--- config.mk ---
export PLATFORM = sky130hd
export DESIGN_NAME = seq_addsub_n
export DESIGN_NICKNAME = d
export VERILOG_FILES = /design/src/rtl/seq_addsub_n.sv
export SDC_FILE = /design/constraint.sdc
export NUM_CORES = 1
export LEC_CHECK = 0
export CORE_ASPECT_RATIO = 1.5
export CORE_MARGIN = 3
export CORE_UTILIZATION = 56
export CTS_BUF_LIST = sky130_fd_sc_hd__clkbuf_16
export CTS_CLUSTER_SIZE = 20
export DETAILED_ROUTE_END_ITERATION = 8
export GPL_TIMING_DRIVEN = 0
export PLACE_DENSITY_LB_ADDON = 0.1
export SYNTH_ARGS = -nofsm -noshare
export SYNTH_HDL_FRONTEND = slang
export SYNTH_SLANG_ARGS = --single-unit
--- constraint.sdc ---
create_clock -name clk -period 10.7 [get_ports clk]
set_clock_uncertainty 0.2 [all_clocks]
set_input_delay 2.675 -clock clk [delete_from_list [all_inputs] [get_ports clk]]
set_output_delay 2.675 -clock clk [all_outputs]
set_load 0.02 [all_outputs]
--- src/rtl/seq_addsub_n.sv ---
// seq_addsub_n: multi-cycle two's-complement adder/subtractor.
// The operands are captured on the accepting edge. They are then summed
// CHUNK bits per cycle through a ripple of full-adder cells. When the last
// chunk is done, the overflow policy selected by OVF_MODE is applied to the
// result.
module seq_addsub_n #(
    parameter int unsigned WIDTH    = 16,
    parameter int unsigned CHUNK    = 4,
    parameter int unsigned OVF_MODE = 0
) (
    input  logic             clk,
    input  logic             rst,
    input  logic             start_i,
    input  logic             sub_i,
    input  logic [WIDTH-1:0] a_i,
    input  logic [WIDTH-1:0] b_i,
    output logic             busy_o,
    output logic             done_o,
    output logic [WIDTH-1:0] result_o,
    output logic             overflow_o,
    output logic             carry_out_o
);

    localparam int unsigned N     = WIDTH / CHUNK;
    localparam int unsigned IDX_W = (N > 1) ? $clog2(N) : 1;
    localparam logic [IDX_W-1:0] LAST_IDX = IDX_W'(N - 1);

    typedef enum logic [1:0] {
        S_IDLE = 2'd0,
        S_RUN  = 2'd1,
        S_DONE = 2'd2
    } state_t;

    state_t             state_q;
    logic [WIDTH-1:0]   op_a_q;
    logic [WIDTH-1:0]   op_b_q;
    logic [WIDTH-1:0]   sum_q;
    logic               carry_q;
    logic [IDX_W-1:0]   idx_q;
    logic               busy_q;
    logic               done_q;
    logic [WIDTH-1:0]   result_q;
    logic               overflow_q;
    logic               carry_out_q;

    // Next-state values produced by the chunk adder and the overflow policy
    int unsigned        base_s;
    logic [CHUNK:0]     chain_s;
    logic [WIDTH-1:0]   sum_d;
    logic               carry_d;
    logic               ovf_d;
    logic [WIDTH-1:0]   result_d;

    // Ripple of CHUNK full-adder cells over the current chunk, merged into the partial sum
    always_comb begin
        base_s     = int'(idx_q) * CHUNK;
        sum_d      = sum_q;
        chain_s    = {(CHUNK+1){1'b0}};
        chain_s[0] = carry_q;
        for (int k = 0; k < int'(CHUNK); k++) begin
            sum_d[base_s + k] = op_a_q[base_s + k] ^ op_b_q[base_s + k] ^ chain_s[k];
            chain_s[k+1]      = (op_a_q[base_s + k] & op_b_q[base_s + k]) |
                                (chain_s[k] & (op_a_q[base_s + k] ^ op_b_q[base_s + k]));
        end
        carry_d = chain_s[CHUNK];
    end

    // Signed overflow detection and the result substitution chosen by OVF_MODE
    always_comb begin
        ovf_d = (op_a_q[WIDTH-1] == op_b_q[WIDTH-1]) && (sum_d[WIDTH-1] != op_a_q[WIDTH-1]);
        if (ovf_d) begin
            case (OVF_MODE)
                32'd0:   result_d = {WIDTH{1'b0}};
                32'd1:   result_d = op_a_q[WIDTH-1] ? {1'b1, {(WIDTH-1){1'b0}}}
                                                    : {1'b0, {(WIDTH-1){1'b1}}};
                default: result_d = sum_d;
            endcase
        end else begin
            result_d = sum_d;
        end
    end

    // Control FSM: operand capture, chunk sequencing and registered outputs
    always_ff @(posedge clk) begin
        if (rst) begin
            state_q     <= S_IDLE;
            op_a_q      <= {WIDTH{1'b0}};
            op_b_q      <= {WIDTH{1'b0}};
            sum_q       <= {WIDTH{1'b0}};
            carry_q     <= 1'b0;
            idx_q       <= {IDX_W{1'b0}};
            busy_q      <= 1'b0;
            done_q      <= 1'b0;
            result_q    <= {WIDTH{1'b0}};
            overflow_q  <= 1'b0;
            carry_out_q <= 1'b0;
        end else begin
            case (state_q)
                S_IDLE, S_DONE: begin
                    done_q <= 1'b0;
                    if (start_i) begin
                        // Subtraction is a + ~b + 1: invert b and seed the carry with sub
                        op_a_q  <= a_i;
                        op_b_q  <= b_i ^ {WIDTH{sub_i}};
                        carry_q <= sub_i;
                        sum_q   <= {WIDTH{1'b0}};
                        idx_q   <= {IDX_W{1'b0}};
                        busy_q  <= 1'b1;
                        state_q <= S_RUN;
                    end else begin
                        busy_q  <= 1'b0;
                        state_q <= S_IDLE;
                    end
                end
                S_RUN: begin
                    sum_q   <= sum_d;
                    carry_q <= carry_d;
                    if (idx_q == LAST_IDX) begin
                        result_q    <= result_d;
                        overflow_q  <= ovf_d;
                        carry_out_q <= carry_d;
                        busy_q      <= 1'b0;
                        done_q      <= 1'b1;
                        state_q     <= S_DONE;
                    end else begin
                        idx_q   <= idx_q + IDX_W'(1);
                        busy_q  <= 1'b1;
                        done_q  <= 1'b0;
                        state_q <= S_RUN;
                    end
                end
                default: begin
                    busy_q  <= 1'b0;
                    done_q  <= 1'b0;
                    state_q <= S_IDLE;
                end
            endcase
        end
    end

    assign busy_o      = busy_q;
    assign done_o      = done_q;
    assign result_o    = result_q;
    assign overflow_o  = overflow_q;
    assign carry_out_o = carry_out_q;

endmodule

==> summary.md <==
| Metric | Value |
|---|---|
| Final RePlAce weighted congestion | around 0.86 |
| Post-placement cell area | between 3000 and 4000 µm² |
| Final count of hold timing violations | 0 |
| Initial standard-cell utilization of the core | 0.591 |
| Core Footprint | 5290 µm² |
| Flops & latches, synth | about 70 |
| Wire length of the first global-routing pass | between 10 and 15 mm |
| CTS Buf Count | 9 |
| Highest-delay cell along the critical path | clkdlybuf4s50_1 |
| Count of non-filler cells in the finished layout | roughly 480 |
| Most repeated cell in the gate-level netlist after synthesis | dfxtp_1 |
| Share of synthesized area occupied by flip-flops and latches | 0.442 |
| Outcome | finished clean |
| Site row count | 32 |
| Warnings from Yosys | 0 |
| Data arrival time of the worst path | about 4.3 ns |
| Chip width | 67.0 µm |
| Class of the tightest hold or removal check | reg -> reg |
| Synthesized instance count | between 300 and 400 |
| Die Ht | between 90 and 100 µm |
| Crit Path Category | in -> reg |
| Unique masters post-synth | 33 |
| Final instance area | 4050 µm² |
| Max clock buf depth | 2 |
| Detailed-route wire length | 7.46 mm |
| Number of antenna violations at the first check in global routing | 0 |
| Final core utilization | 0.766 |
| Synth-to-layout area growth | 29.5% |
| Antenna diode count | 0 |
| Latest clock arrival within the worst-skew pair | roughly 0.33 ns |
| CTS H-tree depth | 3 |
| Congestion Overflow GR | 0 |
| Synthesized area divided by synthesized cell count | 9.06 µm² |
| Count of hold buffers inserted by post-cts repair | 0 |
| Crit-path max cell delay | roughly 0.48 ns |
| Via count of the first global-routing pass | about 2700 |
| Max-slew headroom | 0.590 |
| WL/cell | approximately 15 µm |
| Pin count of the biggest net entering global routing | 12 |
| Reported max-cap violation count | 0 |
| Fmax | ~230 MHz |
| Final setup violation count | 0 |
| Average vias per placed instance | 5.63 |
| Cell taking the most area after synthesis | dfxtp_1 |
| Power density normalized to cell area | 166 nW/µm² |
| Proportion of synthesized flip-flops having asynchronous set or reset | 0 |
| Overall power of the completed layout | ~670 µW |
| Commonest cells in the synthesized netlist | dfxtp_1 (69), nand2_1 (49), nor2_1 (45) |
| Total nets after synthesis | approximately 390 |
| Total GRT Usage | 0.252 |
| Number of vias in the routed layout | 2716 |
| Count of final max-slew check failures | 0 |
| Initial DRC Count | 206 |
| Sum of buffers and inverters on the critical path | 3 |
| Post-CTS setup buffer count | 0 |
| Period utilisation layout | 0.404 |
| Worst Setup Start Kind | input pin |
| Leakage power | roughly 0.0015 µW |
| Die area | approximately 6500 µm² |
| Number of placed I/O pins | 56 |
| Critical path fanouts, max | 10 |
| Fill cells | between 300 and 400 |
| Share of layout cells above drive strength 1 | 0.0942 |
| HPWL Detailed | about 5.4 mm |
| Synth Flop Type | dfxtp_1 |
| Maximum resistive drop on vdd | approximately 120 µV |
| Post-route ant nets | 0 |
| Worst slew pin tran | slightly above 0.6 ns |
| Clock slew at reported path FFs | about 0.050 ns |
| Number of clock sinks seen by CTS | between 60 and 70 |
| Root buf cell | clkbuf_16 |
| Cell types with the largest area share after synthesis | dfxtp_1 (44%), nand2_1 (5.9%), mux4_2 (5.8%), nor2_1 (5.4%), a21oi_1 (4.6%) |
| RSZ-0062 raised after global routing | false |
| First-pass DRT Iterations | 4 |
| Number of buffers inserted by port buffering | 53 |
| Area of the mapped netlist | 3120 µm² |
| Data required time of the worst path | ~11 ns |
| CP Cell Sequence | clkdlybuf4s50_1 > nor2b_1 > clkbuf_1 > nor2_1 > buf_2 > a22oi_1 > nor2_1 |
| Fraction of post-synthesis cell area in the top cell type by area | 0.442 |
| Number of instances resized during post-cts repair | 0 |
| Number of enable flip-flop cells after synthesis | 0 |
| Post-layout nets | between 400 and 500 |
| Number of placed cells counting well taps | 466 |
| Fin Setup TNS | 0 ns |
| CTS tree | done |
| Drt drc | 0 |
| Crit path time final | 4.32 ns |
| Endpoint class of the critical path | flip-flop |
| CP top delay family | buffers and inverters |
| Dominant cell type by count on the critical path | nor2_1 |
==> where the power goes <==
group / internal [µW] / total (µW) / switching (µW)
registers: 269 / 276 / 6.88
logic: 42.6 / 92.8 / 50.1
clock network: 200 / 304 / 103
==> registers in the layout, summed over array words and instances, names as in the netlist <==
register     count
carry_out_o      1
carry_q          1
done_o           1
idx_q            2
op_a_q          16
op_b_q          16
overflow_o       1
result_o        16
state_q          2
sum_q           13
==> logic make-up (layout without fill, tap and decap cells) <==
| group | after synthesis | in the layout | share of synthesized area |
|---|---|---|---|
| muxes | 13 | 13 | 0.0761 |
| AOI/OAI and AO/OA | 77 | 77 | 0.161 |
| buffers and inverters | 41 | 110 | 0.0581 |
| and+or+nand+nor | 121 | 121 | 0.176 |
| DFF | 69 | 69 | 0.442 |
| adders and majority gates | 8 | 8 | 0.0417 |
| xor gates and xnor gates | 16 | 16 | 0.0449 |
==> stage by stage <==
stage | hold slack (ns) | setup slack [ns]
final | 0.250 | 6.38
after floorplan | 0.233 | 6.87
after CTS | 0.253 | 6.41
after global routing | 0.272 | 6.27
after global placement | 0.240 | 6.18
after detailed placement | 0.246 | 6.13
==> per-layer routing <==
| layer | wire, µm | track usage |
|---|---|---|
| met5 | 0 | 0 |
| met4 | 275 | 0.155 |
| met3 | 377 | 0.0463 |
| met2 | 4020 | 0.431 |
| met1 | 2780 | 0.276 |
==> placed cells by master, fill, tap and decap left out, types with 2 or more instances in the layout <==
cell type | synthesis | final
mux4_2 | 8 | 8
clkdlybuf4s50_1 | 0 | 53
fa_1 | 4 | 4
ha_1 | 4 | 4
mux2_2 | 3 | 3
clkbuf_1 | 17 | 17
nand2_1 | 49 | 49
a211oi_1 | 17 | 17
o21ai_0 | 2 | 2
nor2_1 | 45 | 45
xnor2_1 | 16 | 16
clkinv_2 | 0 | 2
inv_1 | 12 | 13
nand3b_1 | 19 | 19
clkinv_1 | 0 | 2
a21oi_1 | 29 | 29
dfxtp_1 | 69 | 69
buf_2 | 7 | 7
clkbuf_16 | 0 | 9
a22oi_1 | 12 | 12
o31ai_1 | 12 | 12
nand2b_1 | 2 | 2
o41ai_1 | 2 | 2
buf_4 | 3 | 3
bufinv_16 | 0 | 2
==> worst register-to-register path, cell delays in order (launching register included) <==
cell and delay, ns:
dfxtp_1 0.36, buf_2 0.31, mux4_2 0.56, inv_1 0.09, fa_1 0.20, fa_1 0.19, inv_1 0.05, fa_1 0.35
inv_1 0.07, fa_1 0.53, a21oi_2 0.20, mux2i_2 0.51, buf_6 0.22, o31ai_1 0.09
==> layout make-up <==
type                       count  area, µm²  share of cell area
multi-input combinational    235       1560               0.386
timing repair buffer          53        531               0.131
clock buffer                   9        225              0.0557
buffer                        29        136              0.0337
sequential                    69       1380               0.341
clock inverter                 7       81.3              0.0201
tap                           68       85.1              0.0210
inverter                      12       45.0              0.0111
==> worst paths after layout <==
path                            slack, ns               startpoint  cells past startpoint                  endpoint
worst max-delay path                 6.38                  start_i                      7     sum_q[6]$_SDFFE_PP0P_
worst min-delay path                 0.25  op_a_q[11]$_SDFFE_PP0P_                      2   op_a_q[11]$_SDFFE_PP0P_
worst max register to register       6.65    idx_q[0]$_SDFFE_PP0P_                     13  result_o[4]$_SDFFE_PP0P_
worst min register to register       0.25  op_a_q[11]$_SDFFE_PP0P_                      2   op_a_q[11]$_SDFFE_PP0P_
Power figures use the tool's default switching activity.
